==> src/rtl/serial_link_credit_return.sv <==
`default_nettype none
// ============================================================================
// Module   : serial_link_credit_return
// Purpose  : Receive-side credit accounting. Tracks how full the receive
//            buffer is, collects freed slots as credits for the peer, and
//            requests a credit-only flit on backlog or age-out.
// Revision : 1.0
// ============================================================================
module serial_link_credit_return #(
    parameter int NUM_CREDITS     = 8,
    parameter int FORCE_THRESH    = 4,
    parameter int MAX_IDLE_CYCLES = 64,
    parameter int CREDIT_WIDTH    = $clog2(NUM_CREDITS) + 1
) (
    input  logic                    clk_i,
    input  logic                    rst_i,
    input  logic                    flit_rcvd_i,
    input  logic                    flit_consumed_i,
    output logic [CREDIT_WIDTH-1:0] credits_o,
    output logic                    credits_force_o,
    input  logic                    credits_taken_i,
    output logic [CREDIT_WIDTH-1:0] occupancy_o,
    output logic                    overflow_o,
    output logic                    underflow_o
);

    localparam int TIMER_WIDTH = $clog2(MAX_IDLE_CYCLES + 1);

    localparam logic [CREDIT_WIDTH:0]     c_NUM_CREDITS = (CREDIT_WIDTH+1)'(NUM_CREDITS);
    localparam logic [CREDIT_WIDTH-1:0]   c_THRESH      = CREDIT_WIDTH'(FORCE_THRESH);
    localparam logic [TIMER_WIDTH-1:0]    c_TIMER_LAST  = TIMER_WIDTH'(MAX_IDLE_CYCLES - 1);

    typedef enum logic [1:0] {
        ST_IDLE  = 2'd0,
        ST_ACCUM = 2'd1,
        ST_FORCE = 2'd2
    } state_t;

    state_t                  r_state;
    logic [TIMER_WIDTH-1:0]  r_timer;
    logic [CREDIT_WIDTH-1:0] r_occ;
    logic [CREDIT_WIDTH-1:0] r_pend;
    logic                    r_force;
    logic                    r_ovf;
    logic                    r_unf;

    logic [CREDIT_WIDTH:0]   w_in_use;
    logic                    w_rcvd_ok;
    logic                    w_cons_ok;
    logic [CREDIT_WIDTH-1:0] w_pend_base;
    logic [CREDIT_WIDTH-1:0] w_pend_next;
    logic [CREDIT_WIDTH-1:0] w_occ_next;

    // Slots the peer believes are consumed: buffered flits plus credits not yet returned.
    assign w_in_use    = {1'b0, r_occ} + {1'b0, r_pend};
    assign w_rcvd_ok   = flit_rcvd_i && (w_in_use < c_NUM_CREDITS);
    assign w_cons_ok   = flit_consumed_i && (r_occ != '0);
    assign w_pend_base = credits_taken_i ? '0 : r_pend;
    assign w_pend_next = w_pend_base + CREDIT_WIDTH'(w_cons_ok);
    assign w_occ_next  = r_occ + CREDIT_WIDTH'(w_rcvd_ok) - CREDIT_WIDTH'(w_cons_ok);

    always_ff @(posedge clk_i) begin
        if (rst_i) begin
            r_occ   <= '0;
            r_pend  <= '0;
            r_ovf   <= 1'b0;
            r_unf   <= 1'b0;
        end else begin
            r_occ   <= w_occ_next;
            r_pend  <= w_pend_next;
            if (flit_rcvd_i && !w_rcvd_ok) begin
                r_ovf <= 1'b1;
            end
            if (flit_consumed_i && (r_occ == '0)) begin
                r_unf <= 1'b1;
            end
        end
    end

    // Threshold and age checks look at the registered backlog, so the force
    // request trails the backlog reaching the threshold by one cycle.
    always_ff @(posedge clk_i) begin
        if (rst_i) begin
            r_state <= ST_IDLE;
            r_timer <= '0;
            r_force <= 1'b0;
        end else begin
            case (r_state)
                ST_IDLE: begin
                    r_timer <= '0;
                    r_force <= 1'b0;
                    if (w_pend_next != '0) begin
                        r_state <= ST_ACCUM;
                    end
                end
                ST_ACCUM: begin
                    if (credits_taken_i) begin
                        r_timer <= '0;
                        r_force <= 1'b0;
                        r_state <= (w_pend_next != '0) ? ST_ACCUM : ST_IDLE;
                    end else if ((r_pend >= c_THRESH) || (r_timer == c_TIMER_LAST)) begin
                        r_timer <= '0;
                        r_force <= 1'b1;
                        r_state <= ST_FORCE;
                    end else begin
                        r_timer <= r_timer + 1'b1;
                        r_force <= 1'b0;
                    end
                end
                ST_FORCE: begin
                    r_timer <= '0;
                    if (credits_taken_i) begin
                        r_force <= 1'b0;
                        r_state <= (w_pend_next != '0) ? ST_ACCUM : ST_IDLE;
                    end else begin
                        r_force <= 1'b1;
                    end
                end
                default: begin
                    r_timer <= '0;
                    r_force <= 1'b0;
                    r_state <= ST_IDLE;
                end
            endcase
        end
    end

    assign credits_o       = r_pend;
    assign credits_force_o = r_force;
    assign occupancy_o     = r_occ;
    assign overflow_o      = r_ovf;
    assign underflow_o     = r_unf;

endmodule
`default_nettype wire

==> config.mk <==
export PLATFORM = sky130hd
export DESIGN_NAME = serial_link_credit_return
export DESIGN_NICKNAME = d
export VERILOG_FILES = /design/src/rtl/serial_link_credit_return.sv
export SDC_FILE = /design/constraint.sdc
export NUM_CORES = 1
export LEC_CHECK = 0
export ABC_AREA = 0
export BUFFER_PORTS_ARGS = -buffer_cell sky130_fd_sc_hd__buf_2
export CORE_ASPECT_RATIO = 1.75
export CORE_MARGIN = 1.5
export CORE_UTILIZATION = 45
export DETAILED_ROUTE_END_ITERATION = 8
export PLACE_DENSITY_LB_ADDON = 0.2
export SYNTH_ARGS = -nofsm -noshare
export SYNTH_HDL_FRONTEND = slang
export SYNTH_SLANG_ARGS = --single-unit
==> constraint.sdc <==
create_clock -name clk_i -period 2.7 [get_ports clk_i]
set_input_delay 0.27 -clock clk_i [delete_from_list [all_inputs] [get_ports clk_i]]
set_output_delay 0.27 -clock clk_i [all_outputs]
set_load 0.02 [all_outputs]
==> results.cfg <==
[synth]
yosysSeqAreaShare_pct = 37.2
ys_ff_latch = 20
yosysWarnings = 0
yosysTopAreaCell = dfxtp_1
synth_top_area_share_pct = 37.2
synth.area.top_cells = dfxtp_1, ha_1, nor2b_1, inv_1, nor2_1
synthesis.area_um2 = 1080
synth_most_common_cell = dfxtp_1
synth-edff-count = 0
avgSynthCellArea_um2 = 9.45
syn_inst = 114
synth-main-ff-cell = dfxtp_1
synth_common_cells = dfxtp_1, ha_1, inv_1, nor2_1, nor2b_1
synth-async-reset-ratio_pct = 0
synth_cell_type_count = 33
synth_nets = 135

[floorplanning]
dieArea_um2 = 2710
core.rowCount = 23
die_h_um = 67.7
start_util_pct = 47.4
die_w_um = 40.0
io_pins = 16
core_um2 = 2270

[run_status]
outcome = finished clean

[timing]
min_period_over_period_pct = 94.5
period_minus_slack_ns = 2.55
tightest_slew_ns = 0.380
setup-tns-final_ns = 0
drv_slew = 0
rsz0062_at_grt = no
hold_viol = 0
fmax_mhz = 392
max_slew_margin_pct = 74.7
finalClockSkew_ns = 0.00232
setup_viol_count_final = 0

[power]
ir_drop_v = 0.000417
leakage_uw = 0.000575
powerDensity_nw_per_um2 = 815

[routing]
wl_per_cell_um = 13.4
drt-pass1-iter-count = 4
drt_iter0_drc = 15
wirelength_um = 2110
antenna_left = 0
route.detailed.drc = 0
vias = 838
via_per_inst = 5.30

[placed_design]
dpl_cell_area_um2 = 1180
gp_congestion = 0.817
port-buffer-count = 15
dpl.hpwl_um = 1560

[clock_network]
clock_latency_ns = 0.26
cts-htree-levels = 1
cts.sinks = 20
cts-root-buf = clkbuf_8
cts_tree = built
clkTransAtPathRegs_ns = 0.07
postCtsSetupBuffers = 0
cts_buffer_depth = 2
numCtsBuffers = 3

[min_path]
hp-class = primary input to register

[run]
cap_violations = 0

[worst_setup_path]
start_kind = register
required_ns = 2.85
worst-path-max-fanout = 2
arrival_ns = 2.70
crit_slowest_cell = fa_1
cp_cell_sequence = ha_1 -> a31o_2 -> a2111oi_4 -> nand2_1 -> ha_1 -> inv_1 -> ha_1 -> inv_1 -> fa_1 -> xor2_1 -> nor2_1
crit_top_cell = ha_1
cpPeakStageDelay_ns = 0.37
worstSetupPathType = register to register
cp-end-kind = register

[final_layout]
syn2layout_area_growth_pct = 16.8
diodes = 0
fin_nets = 155
design_area_um2 = 1260
drive_gt1_share_pct = 24.1

[global_routing]
track_usage_pct = 17.9
grt_overflow = 0
grt_antenna_before_repair = 0
grt_pass1_vias = 830
grt_max_degree = 16
grt_pass1_wl_um = 3350
[path summary, 6_finish.rpt]
kind	to	start	slack, ns	cells past startpoint
setup / recovery	occupancy_o[2]	credits_o[1]	0.15	11
hold / removal	underflow_o	flit_consumed_i	0.25	3
setup reg to reg	occupancy_o[2]	credits_o[1]	0.15	11
hold reg to reg	r_timer[0]	r_timer[0]	0.45	1
[cell type report]
class                   count  area (um2)
multi-input cells          80         636
repair buffers             17        90.1
well taps                  25        31.3
clock buffers               4        55.1
inverters                  12        45.0
flip-flops and latches     20         402
fillers                   215        1010
[logic make-up after synthesis]
logic type / count (synthesis) / share of synthesized area (%)
AO/OA/AOI/OAI: 16 / 10.1
XOR/XNOR: 7 / 5.69
adder cells (fa/ha/maj): 16 / 19.3
buffers and inverters: 14 / 5.57
flip-flops: 20 / 37.2
multiplexers: 1 / 0.929
AND/OR/NAND/NOR: 40 / 21.3
[worst max-delay path, delay by kind of cell, from the launching register on]
kind / cells / cell delay [ns]
compound gates: 2 / 0.63
fa+ha+maj: 4 / 1.08
buf+inv: 2 / 0.11
xor+xnor: 1 / 0.14
flops: 1 / 0.33
simple gates: 2 / 0.15
[metal layers]
metal | wire length (um) | global-route usage (%) | vias to the layer above | part of all wire [%]
met5 | 0 | 0 | - | 0
met4 | 74 | 9.05 | 0 | 3.5
met3 | 42 | 1.97 | 7 | 2.0
met2 | 1180 | 33.9 | 13 | 56
met1 | 813 | 17.2 | 399 | 38
li1 | - | - | 419 | -
[registers in the layout (all words and copies together) (netlist names)]
name             cells
credits_force_o      1
underflow_o          1
r_state              2
overflow_o           1
credits_o            4
occupancy_o          4
r_timer              7
[power by group]
group | internal [uW] | switching (uW) | leakage (uW)
logic | 189 | 232 | 0.000383
registers | 340 | 32.2 | 0.000163
clock network | 130 | 103 | 0.0000288
[through the flow]
stage / util [%] / power, uW / std cells / hold WS, ns / worst slack, ns
final: 55.4 / 1030 / 158 / 0.247 / 0.150
after global routing: 55.4 / 1090 / 158 / 0.266 / 0.00953
after CTS: 54.6 / 1020 / 158 / 0.239 / 0.0510
after detailed placement: 52.1 / 780 / 154 / 0.434 / 0.0213
after global placement: 52.1 / 772 / 154 / 0.425 / 0.122
after floorplan: - / 667 / 114 / 0.342 / 0.0496
[repair_timing]
item / 4_1_cts / 5_1_grt
endpoints found under the hold margin: 0 / 0
hold buffers: 0 / 0
gates cloned: 0 / 0
endpoints found under the setup margin: 1 / 3
gates resized for setup: 1 / 2
[layout by cell type (no fill, tap or decap), types with 2 or more instances in the layout]
| cell type | netlist | layout |
|---|---|---|
| a21oi_1 | 4 | 4 |
| buf_2 | 0 | 15 |
| buf_4 | 0 | 2 |
| clkbuf_8 | 0 | 4 |
| dfxtp_1 | 20 | 19 |
| ha_1 | 15 | 15 |
| inv_1 | 12 | 12 |
| nand2_1 | 3 | 3 |
| nand3_1 | 3 | 3 |
| nor2_1 | 12 | 12 |
| nor2_2 | 4 | 4 |
| nor2b_1 | 9 | 9 |
| nor3b_1 | 2 | 2 |
| o21a_1 | 2 | 2 |
| o21ai_0 | 2 | 2 |
| xnor2_1 | 4 | 4 |
| xor2_1 | 3 | 3 |
Note: power is estimated with default switching activity, not from simulation.
